## src/rtl/bus_arbiter.sv

```systemverilog
// bus_arbiter
// Round-robin arbiter that hands the shared system bus to one of four
// masters. Grants are registered and one-cold, with at most one grant low
// per cycle. Ownership passes between masters with no idle cycle. An
// optional tenure limit (MAX_HOLD) forces rotation while others wait.
//
// Parameters
//   MAX_HOLD   : max consecutive granted cycles under contention (0..255,
//                0 disables the limit)
// Ports
//   clk        : system clock, rising edge
//   reset      : synchronous active-high reset
//   m0_req_ .. m3_req_   : active-low bus requests
//   m0_grnt_ .. m3_grnt_ : active-low registered bus grants
//   bus_owner  : index of current or last granted master (registered)
//   bus_busy_  : low while any grant is low (registered)
module bus_arbiter #(
  parameter int MAX_HOLD = 16
) (
  input  logic       clk,
  input  logic       reset,
  input  logic       m0_req_,
  input  logic       m1_req_,
  input  logic       m2_req_,
  input  logic       m3_req_,
  output logic       m0_grnt_,
  output logic       m1_grnt_,
  output logic       m2_grnt_,
  output logic       m3_grnt_,
  output logic [1:0] bus_owner,
  output logic       bus_busy_
);

  typedef enum logic {
    IDLE  = 1'b0,
    GRANT = 1'b1
  } state_t;

  localparam bit         LIMIT_EN = (MAX_HOLD != 0);
  // Tenure expires when the counter reaches MAX_HOLD-1, i.e. after exactly
  // MAX_HOLD granted cycles (the counter is 0 in the first granted cycle).
  localparam logic [7:0] HOLD_LIM = LIMIT_EN ? 8'(MAX_HOLD - 1) : 8'd0;

  state_t     state;
  logic [1:0] owner;
  logic [7:0] hold_cnt;
  logic [3:0] grnt_;
  logic       busy_;

  logic [3:0] req;
  logic [3:0] others;
  logic       any_found;
  logic [1:0] any_sel;
  logic       oth_found;
  logic [1:0] oth_sel;

  // Rotating-priority search starting at last+1 and wrapping. The last
  // owner itself is considered only when incl_last is set, and then at the
  // lowest priority. Returns {found, index}.
  function automatic logic [2:0] pick_next(input logic [3:0] vec,
                                           input logic [1:0] last,
                                           input logic       incl_last);
    logic       found;
    logic [1:0] sel;
    logic [1:0] idx;
    found = 1'b0;
    sel   = last;
    for (int i = 1; i <= 4; i++) begin
      idx = last + 2'(i);
      if (!found && vec[idx] && ((i < 4) || incl_last)) begin
        found = 1'b1;
        sel   = idx;
      end
    end
    return {found, sel};
  endfunction

  assign req = ~{m3_req_, m2_req_, m1_req_, m0_req_};

  always_comb begin
    others                 = req & ~(4'b0001 << owner);
    {any_found, any_sel}   = pick_next(req, owner, 1'b1);
    {oth_found, oth_sel}   = pick_next(others, owner, 1'b0);
  end

  always_ff @(posedge clk) begin
    if (reset) begin
      state    <= IDLE;
      owner    <= 2'd3;
      hold_cnt <= 8'd0;
      grnt_    <= 4'b1111;
      busy_    <= 1'b1;
    end else begin
      case (state)
        IDLE: begin
          if (any_found) begin
            state    <= GRANT;
            owner    <= any_sel;
            hold_cnt <= 8'd0;
            grnt_    <= ~(4'b0001 << any_sel);
            busy_    <= 1'b0;
          end
        end
        GRANT: begin
          if (!req[owner]) begin
            // Owner released: hand straight to the next waiter, or go idle.
            if (oth_found) begin
              owner    <= oth_sel;
              hold_cnt <= 8'd0;
              grnt_    <= ~(4'b0001 << oth_sel);
            end else begin
              state    <= IDLE;
              hold_cnt <= 8'd0;
              grnt_    <= 4'b1111;
              busy_    <= 1'b1;
            end
          end else if (LIMIT_EN && (hold_cnt >= HOLD_LIM) && oth_found) begin
            // Tenure expired with someone waiting: the owner is skipped and
            // must win a later arbitration with its request still low.
            owner    <= oth_sel;
            hold_cnt <= 8'd0;
            grnt_    <= ~(4'b0001 << oth_sel);
          end else if (hold_cnt != 8'hFF) begin
            hold_cnt <= hold_cnt + 8'd1;
          end
        end
        default: begin
          state    <= IDLE;
          grnt_    <= 4'b1111;
          busy_    <= 1'b1;
          hold_cnt <= 8'd0;
        end
      endcase
    end
  end

  assign m0_grnt_  = grnt_[0];
  assign m1_grnt_  = grnt_[1];
  assign m2_grnt_  = grnt_[2];
  assign m3_grnt_  = grnt_[3];
  assign bus_owner = owner;
  assign bus_busy_ = busy_;

endmodule
```

## config.mk

```make
export PLATFORM = sky130hd
export DESIGN_NAME = bus_arbiter
export DESIGN_NICKNAME = d
export VERILOG_FILES = /design/src/rtl/bus_arbiter.sv
export SDC_FILE = /design/constraint.sdc
export NUM_CORES = 1
export LEC_CHECK = 0
export BUFFER_PORTS_ARGS = -buffer_cell sky130_fd_sc_hd__buf_4
export CAP_MARGIN = 20
export CORE_UTILIZATION = 57
export CTS_BUF_LIST = sky130_fd_sc_hd__clkbuf_16
export DETAILED_ROUTE_END_ITERATION = 12
export PLACE_DENSITY = 0.8
export SYNTH_ARGS = -nofsm -noshare
export SYNTH_HDL_FRONTEND = slang
export SYNTH_SLANG_ARGS = --single-unit
```

## constraint.sdc

```tcl
create_clock -name clk -period 8.75 [get_ports clk]
set_clock_uncertainty 0.05 [all_clocks]
set_input_delay 1.75 -clock clk [delete_from_list [all_inputs] [get_ports clk]]
set_output_delay 1.75 -clock clk [all_outputs]
set_load 0.05 [all_outputs]
```

==> results_dict.tcl, run 1 <==
set metrics [dict create \
    p_clk_share_pct 16.8 \
    clkTransAtPathRegs_ns 0.05 \
    cpLargestDelayFamily "compound AO/OA/AOI/OAI gates" \
    synth_area_per_cell_sq_um 8.22 \
    synth.area.top_cells "dfxtp_1 23%, nor2_1 6.1%, mux4_2 4.8%" \
    muxShareOfSynthArea_pct 11.4 \
    fin_crit_sh_pct 41.6 \
    cts_hold_buffers 0 \
    netlist-cell-type-count 52 \
    synth.top_cell.area_share_pct 22.8 \
    final_hold_viol_count 0 \
    synth_warnings 0 \
    slew_violations 0 \
    vdd_drop_max_uv 259 \
    syn-num-nets 182 \
    drc 0 \
    ys.flop_type "dfxtp_1" \
    instances_no_fill 206 \
    dp_slack_ns 4.99 \
    synth_fa_ha_area_share_pct 4.45 \
    cts_resized 0 \
    drv_cap 0 \
    ys_seq_area_share_pct 22.8 \
    seq_area_sq_um 320 \
    synthTopCellsByCount "23 x nor2_1, 16 x dfxtp_1, 11 x a21oi_1, 9 x nand3_1, 8 x nand2_1" \
    worst_pin_slew_ns 0.888 \
    critPathMaxStageDelay_ns 0.90 \
    die_w_um 51.7 \
    syn2layout_area_growth_pct 8.01 \
    hpwlAfterDp_um 2480 \
    core_area_sq_um 2280 \
    start_util_pct 61.7 \
    portBuffers 12 \
    netSwitchingFraction_pct 46.8 \
    cp.required_ns 8.84 \
    clkLatencyLatePin_ns 0.25 \
    synth_top_family_by_area "simple AND/OR/NAND/NOR gates" \
    placedCellCount 202 \
    cts_buffers 3 \
    fill_cells 178 \
    grt_pass1_wl_um 5640 \
    drtIter0Drc 61 \
    clk_path_buf_depth 2 \
    yosysTopAreaCell "dfxtp_1" \
    crit_chain "inv_1 -> ha_1 -> a21boi_0 -> a31oi_1 -> o311ai_0 -> nor2_1 -> a21o_1 -> a211o_1" \
    place.gp.congestion 0.977 \
    crit_fanout 23 \
    first_pass_iters 4 \
    cts_root_buf "clkbuf_16" \
    rows 17 \
    switchingPower_uw 251 \
    synth-compound-area-share_pct 22.0 \
    fmax_ghz 0.275 \
    rsz0062_at_grt "no" \
    dieArea_sq_um 2670 \
    worst_slack_ns 5.11 \
    grt_pass1_vias 1235 \
    fin_tns_setup_ns 0 \
    min_path_type "register to register" \
    setup_viol 0 \
    hold_slack_ns 0.427 \
    vias 1395 \
    outcome "completed" \
    fp.dieH_um 51.7 \
    relSlewSlack_pct 40.7 \
    cp_data_arrival_time_ns 3.73 \
    multi_input_area_sq_um 967 \
    layout-drive-gt1-share_pct 19.1 \
    synth_xor_area_share_pct 3.65 \
    ys_seq_elements 16 \
    grt_max_degree 24 \
    async_flop_share_pct 0 \
    htreeDepth 1 \
    fin_crit_ns 3.64 \
    postCtsSetupBuffers 0 \
    antenna_cells 0 \
    cts.sinks 16 \
    pwr-share-seq_pct 21.0 \
    syn_inst 171 \
    power.leakage_uw 0.000600 \
    syn_area_sq_um 1410 \
    cp_slowest_cell "dfxtp_1" \
    critical_path_class "register to register" \
    synthSimpleGateAreaFrac_pct 27.3 \
    p_int_uw 286 \
    wl_um 3340 \
    tritoncts "done" \
    post_drt_wl_per_cell_um 16.2 \
    overflow 0 \
    synth-edff-count 0 \
    viasPerCell 6.77 \
    detail-route-antenna-nets 0 \
    fin_nets 190 \
    grt_use_total_pct 28.8 \
    p_comb_share_pct 62.2 \
    crit_buf_inv 1 \
    powerDensity_nw_per_um2 354 \
    io_pins 13 \
    startpoint_type "register" \
    antenna_found_initial 0 \
    synth.most_common_cell "nor2_1" \
    crit_path_end_kind "register" \
]
==> per-stage QoR <==
step / cell area [sq um] / util (%) / total power (uW)
final: 1520 / 66.7 / 537
after global placement: 1440 / 63.2 / 430
after floorplan: 1410 / - / 387
after detailed placement: 1440 / 63.2 / 440
after CTS: 1520 / 66.7 / 532
after global routing: 1520 / 66.7 / 571
==> state kept, by name, summed over array words and instances (netlist names) <==
| name | count |
|---|---|
| hold_cnt | 8 |
| state | 1 |
| bus_owner | 2 |
| grnt_ | 4 |
| bus_busy_ | 1 |
==> cell type report <==
type	count	area share [%]
clock inverters	1	0.247
repair buffers	12	5.94
inverters	7	1.73
flip-flops and latches	16	21.1
well taps	28	2.31
multi-input cells	139	63.7
clock buffers	3	4.95
==> power groups by stage <==
stage	Sequential (uW)	Combinational (uW)	Clock, uW
2_1_floorplan	133	254	0
3_3_place_gp	112	318	0
3_5_place_dp	113	327	0
4_1_cts	112	328	91.8
5_1_grt	115	361	94.8
6_report	113	334	90.3
==> cells by family (layout without fill, tap and decap cells) <==
kind of cell | Yosys count | count (layout)
AO/OA/AOI/OAI | 45 | 45
buffers and inverters | 16 | 23
AND/OR/NAND/NOR | 74 | 74
adder cells (fa/ha/maj) | 5 | 5
flip-flops | 16 | 16
multiplexers | 10 | 10
XOR/XNOR | 5 | 5
==> routing by layer <==
layer / vias to the layer above / share of wire (%) / global-route usage, %
met5: - / 0 / 0
met4: 0 / 1.5 / 9.91
met3: 7 / 6.2 / 6.14
met2: 60 / 49 / 49.1
met1: 668 / 43 / 35.4
li1: 660 / - / -
==> layout by cell type, fill, tap and decap left out, types with 2 or more instances in the layout <==
master and instances:
nand2_1 8, nor4b_1 2, mux4_2 3, xnor2_1 3, o31ai_1 4, mux2i_1 4, clkbuf_16 3, o211a_1 2
o21ai_0 7, or3_1 2, o22ai_1 2, or2_2 7, nand4_1 6, nor2b_1 2, nand3_1 9, buf_4 12
inv_1 6, a21o_1 2, nor4_1 2, nor2_1 23, nor3_1 5, dfxtp_1 16, a31o_2 3, a31oi_1 2
ha_1 5, a21oi_1 11, nor3b_1 2, a211oi_1 2
==> path summary, 6_finish.rpt <==
kind | start | endpoint | slack [ns] | depth (start not counted)
hold reg to reg | grnt_[3] | grnt_[3] | 0.43 | 2
setup reg to reg | bus_owner[0] | bus_owner[1] | 5.11 | 8
hold / removal | grnt_[3] | grnt_[3] | 0.43 | 2
setup / recovery | bus_owner[0] | bus_owner[1] | 5.11 | 8
==> worst register-to-register path, stage by stage (launching register included) <==
cell and delay (ns):
dfxtp_1 0.90, inv_1 0.34, ha_1 0.58, a21boi_0 0.30, a31oi_1 0.07, o311ai_0 0.66, nor2_1 0.16, a21o_1 0.19
a211o_1 0.28
(Power assumes the default switching activity.)
==> run 2, diff against run 1 <==
--- a/config.mk
+++ b/config.mk
@@ -7,10 +7,10 @@
 export LEC_CHECK = 0
 export BUFFER_PORTS_ARGS = -buffer_cell sky130_fd_sc_hd__buf_4
 export CAP_MARGIN = 20
-export CORE_UTILIZATION = 57
+export CORE_UTILIZATION = 53
 export CTS_BUF_LIST = sky130_fd_sc_hd__clkbuf_16
 export DETAILED_ROUTE_END_ITERATION = 12
-export PLACE_DENSITY = 0.8
+export PLACE_DENSITY = 0.78
 export SYNTH_ARGS = -nofsm -noshare
 export SYNTH_HDL_FRONTEND = slang
 export SYNTH_SLANG_ARGS = --single-unit
==> constraint.sdc (replaced) <==
create_clock -name clk -period 3.1 [get_ports clk]
set_clock_uncertainty 0.05 [all_clocks]
set_input_delay 0.62 -clock clk [delete_from_list [all_inputs] [get_ports clk]]
set_output_delay 0.62 -clock clk [all_outputs]
set_load 0.05 [all_outputs]
==> run 2 against run 1 <==
Net effect:
- final area grew 1.2%
- sequential share of layout area shrank 0.24 points
- flip-flop and latch count is the same
- fmax grew 26%
==> results_dict.tcl, run 2 (same netlist as run 1, synthesis figures left out) <==
set metrics [dict create \
    cts.sinks 16 \
    vias 1388 \
    grt_max_degree 18 \
    first_pass_iters 4 \
    drv_cap 0 \
    syn2layout_area_growth_pct 9.26 \
    grt_pass1_wl_um 5780 \
    powerDensity_nw_per_um2 1000 \
    wl_um 3390 \
    min_path_type "register to register" \
    vdd_drop_max_uv 860 \
    fill_cells 224 \
    core_area_sq_um 2500 \
    fmax_ghz 0.346 \
    fp.dieH_um 53.5 \
    final_core_util_pct 61.4 \
    clk_path_buf_depth 2 \
    fin_crit_ns 2.89 \
    drtIter0Drc 44 \
    portBuffers 12 \
    crit_fanout 11 \
    largest_reg_flops 8 \
    rsz0062_at_grt "no" \
    outcome "completed" \
    die_w_um 53.5 \
    viasPerCell 6.61 \
    hpwlAfterDp_um 2450 \
    layout_common_cells "23 x nor2_1, 16 x dfxtp_1, 14 x buf_4, 11 x a21oi_1, 9 x nand3_1" \
    postCtsSetupBuffers 0 \
    overflow 0 \
    rows 18 \
    critical_path_class "register to register" \
    detail-route-antenna-nets 0 \
    grt_use_total_pct 27.6 \
    antenna_cells 0 \
    cp_data_arrival_time_ns 2.98 \
    cts_resized 0 \
    clkTransAtPathRegs_ns 0.05 \
    slew_violations 0 \
    grt_pass1_vias 1278 \
    final_hold_viol_count 0 \
    start_util_pct 56.2 \
    io_pins 13 \
    cp.required_ns 3.19 \
    setup_viol 0 \
    startpoint_type "register" \
    antenna_found_initial 0 \
    layout-drive-gt1-share_pct 20.0 \
    relSlewSlack_pct 63.8 \
    drc 0 \
    post_drt_wl_per_cell_um 16.1 \
    crit_path_end_kind "register" \
    largest-register "hold_cnt" \
    tritoncts "done" \
    postPlaceCellArea_sq_um 1460 \
    final_area_sq_um 1540 \
    fin_tns_setup_ns 0 \
    power.leakage_uw 0.000610 \
    final_common_cell "nor2_1" \
    place.gp.congestion 0.942 \
    cts_root_buf "clkbuf_16" \
    cts_hold_buffers 0 \
    worst_pin_slew_ns 0.538 \
    cts_buffers 3 \
    clkLatencyLatePin_ns 0.25 \
    dieArea_sq_um 2860 \
    fin_crit_sh_pct 93.3 \
    htreeDepth 1 \
    fin_nets 192 \
]
## run 2: cell count changes in the layout (fill, tap and decap cells not counted), sizes merged
cell	previous run	this run
buf	12	14
## run 2: area by class of cell
type / count / area [sq um] / area share [%]
Clock inverter: 1 / 3.75 / 0.244
Inverter: 7 / 26.3 / 1.71
Sequential cell: 16 / 320 / 20.9
Timing Repair Buffer: 14 / 105 / 6.85
Multi-Input combinational cell: 139 / 967 / 63.0
Clock buffer: 3 / 75.1 / 4.89
Tap cell: 30 / 37.5 / 2.44
## run 2: where the power goes
group	leakage (uW)	switching [uW]	internal (uW)
Clock	0.0000385	85.6	171
Combinational	0.000440	581	409
Sequential	0.000131	50.6	244
## run 2: final timing paths
kind / slack, ns / start / depth (start not counted) / to
setup reg to reg: 0.21 / bus_owner[1] / 9 / bus_owner[1]
hold / removal: 0.44 / hold_cnt[7] / 2 / hold_cnt[7]
setup / recovery: 0.21 / bus_owner[1] / 9 / bus_owner[1]
hold reg to reg: 0.44 / hold_cnt[7] / 2 / hold_cnt[7]
## run 2: worst max-delay path, cell delays in order, from the launching register on
cell and delay [ns]:
dfxtp_1 0.54, inv_2 0.20, ha_1 0.51, a21boi_0 0.29, a31oi_1 0.07, o311ai_0 0.42
buf_4 0.20, nor2_1 0.06, a21o_1 0.17, a211o_1 0.27
## run 2: per-layer routing
layer	up-vias	wire length [um]	global-route usage [%]
met5	-	0	0
met4	0	34	6.58
met3	5	155	7.18
met2	47	1720	46.3
met1	680	1480	34.6
li1	656	-	-
## run 2: per-stage QoR
step,hold WS [ns],setup WS [ns],total power (uW),cells
after detailed placement,0.424,0.271,1260,206
final,0.444,0.209,1540,210
after global routing,0.457,0.0107,1640,210
after global placement,0.416,0.279,1240,206
after floorplan,0.412,0.0417,1090,171
after CTS,0.440,0.229,1530,210
==> run 3, diff against run 2 <==
--- a/config.mk
+++ b/config.mk
@@ -10,7 +10,8 @@
 export CORE_UTILIZATION = 53
 export CTS_BUF_LIST = sky130_fd_sc_hd__clkbuf_16
 export DETAILED_ROUTE_END_ITERATION = 12
-export PLACE_DENSITY = 0.78
+export MAX_ROUTING_LAYER = met4
+export PLACE_DENSITY = 0.75
 export SYNTH_ARGS = -nofsm -noshare
 export SYNTH_HDL_FRONTEND = slang
 export SYNTH_SLANG_ARGS = --single-unit
==> run 3 against run 2 <==
Net effect:
- register-to-register slack got worse by 0.11 ns
- setup slack got worse by 0.11 ns
- first-iteration DRC count increased by 14%
- sequential share of layout area up 0.051 points
- count of clock-buffer cells in the layout stayed put
- routed wire length decreased by 2.2%
- global-route usage is 0.28 points lower
- non-clock buffer count is the same
- power shrank 1.2%
- fmax fell by 3.6%
- worst hold slack got worse by 0.029 ns
- die area unchanged
- critical path type unchanged
==> results_dict.tcl, run 3 (same netlist as run 1, synthesis figures left out) <==
set metrics [dict create \
    antenna_cells 0 \
    die_w_um 53.5 \
    critPathMaxStageDelay_ns 0.56 \
    antenna_found_initial 0 \
    detail-route-antenna-nets 0 \
    cts_buffers 3 \
    vias 1374 \
    fill_cells 217 \
    fin_crit_ns 3.00 \
    grt_use_total_pct 27.3 \
    layout-drive-gt1-share_pct 20.1 \
    drc 0 \
    p_int_uw 822 \
    wl_met3_um 140 \
    crit_path_end_kind "register" \
    multi_input_area_sq_um 967 \
    top_layer "met4" \
    drtIter0Drc 50 \
    largest_reg_flops 8 \
    powerDensity_nw_per_um2 995 \
    drt-met1-wl_um 1440 \
    start_util_pct 56.2 \
    cts_root_buf "clkbuf_16" \
    htreeDepth 1 \
    cp_data_arrival_time_ns 3.08 \
    viasPerCell 6.57 \
    grt_max_degree 18 \
    core_area_sq_um 2500 \
    clkLatencyLatePin_ns 0.24 \
    switchingPower_uw 701 \
    tritoncts "done" \
    p_clk_share_pct 16.1 \
    fmax_ghz 0.333 \
    largest-register "hold_cnt" \
    wl_um 3310 \
    final_common_cell "nor2_1" \
    grt_pass1_wl_um 5510 \
    post_drt_wl_per_cell_um 15.9 \
    io_pins 13 \
    reg2regPathDepth 9 \
    rows 18 \
    met2_length_um 1650 \
    hpwlAfterDp_um 2450 \
    crit_fanout 11 \
    relSlewSlack_pct 60.4 \
    overflow 0 \
    drv_cap 0 \
    clk_path_buf_depth 2 \
    fin_tns_setup_ns 0 \
    portBuffers 12 \
    first_pass_iters 4 \
    worst_pin_slew_ns 0.586 \
    fin_crit_sh_pct 96.8 \
    critical_path_class "register to register" \
    fp.dieH_um 53.5 \
    slew_violations 0 \
    power.leakage_uw 0.000608 \
    holdPathStages 2 \
    p_comb_share_pct 64.9 \
    cts.sinks 16 \
    cts_hold_buffers 0 \
    setup_viol 0 \
    crit_chain "inv_2 -> ha_1 -> a21boi_0 -> a31oi_1 -> o311ai_0 -> buf_4 -> nor2_1 -> a21o_1 -> a211o_1" \
    cp_slowest_cell "o311ai_0" \
    layout_common_cells "23 x nor2_1, 16 x dfxtp_1, 14 x buf_4, 11 x a21oi_1, 9 x nand3_1" \
    vdd_drop_max_uv 624 \
    pwr-share-seq_pct 19.1 \
    cp.required_ns 3.18 \
    postCtsSetupBuffers 0 \
    outcome "completed" \
    min_path_type "register to register" \
    startpoint_type "register" \
    netSwitchingFraction_pct 46.0 \
    hold_slack_ns 0.415 \
    clkTransAtPathRegs_ns 0.05 \
    syn2layout_area_growth_pct 8.99 \
    cts_resized 0 \
    dieArea_sq_um 2860 \
    fin_nets 192 \
    grt_pass1_vias 1262 \
    seq_area_sq_um 320 \
    rsz0062_at_grt "no" \
    place.gp.congestion 0.999 \
    final_hold_viol_count 0 \
    regToRegSetupSlack_ns 0.1 \
]
## run 3: cell count changes in the layout (fill, tap and decap cells not counted)
cell      before  now
clkinv_1       1    0
## run 3: cell type report
class | instances | share of cell area, %
inverter | 7 | 1.72
clock buffer | 3 | 4.90
timing repair buffer | 14 | 6.86
multi-input combinational | 139 | 63.2
sequential | 16 | 20.9
tap | 30 | 2.45
## run 3: path summary, 6_finish.rpt
| kind | start | end |
|---|---|---|
| setup reg to reg | bus_owner[1] | bus_owner[1] |
| setup / recovery | bus_owner[1] | bus_owner[1] |
| hold / removal | grnt_[3] | grnt_[3] |
| hold reg to reg | grnt_[3] | grnt_[3] |
## run 3: critical path, delay by kind of cell, from the launching register on
| family | cells | cell delay (ns) |
|---|---|---|
| AOI/OAI and AO/OA | 5 | 1.37 |
| DFF | 1 | 0.50 |
| adders and majority gates | 1 | 0.50 |
| buffers and inverters | 2 | 0.40 |
| and+or+nand+nor | 1 | 0.06 |
## run 3: metal layers
layer  global-route usage, %  vias to the layer above
met3                    4.60                       10
met5                       -                        -
met4                    13.2                        0
met2                    42.3                       45
li1                        -                      661
met1                    34.1                      658
## run 3: per-stage QoR
stage | instances | cell area [sq um] | setup slack (ns) | total power [uW] | utilization [%]
finish | 209 | 1530 | 0.0996 | 1520 | 61.3
global route | 209 | 1530 | 0.0650 | 1620 | 61.3
CTS | 209 | 1530 | 0.167 | 1510 | 61.3
detailed placement | 206 | 1460 | 0.235 | 1260 | 58.3
global placement | 206 | 1460 | 0.271 | 1240 | 58.3
floorplan | 171 | 1410 | 0.0417 | 1090 | -
## run 3: power groups by stage
stage | registers [uW] | clock network (uW) | logic [uW]
after floorplan | 376 | 0 | 718
after global placement | 289 | 0 | 955
after detailed placement | 292 | 0 | 966
after CTS | 289 | 250 | 975
after global routing | 295 | 256 | 1070
final | 290 | 245 | 988
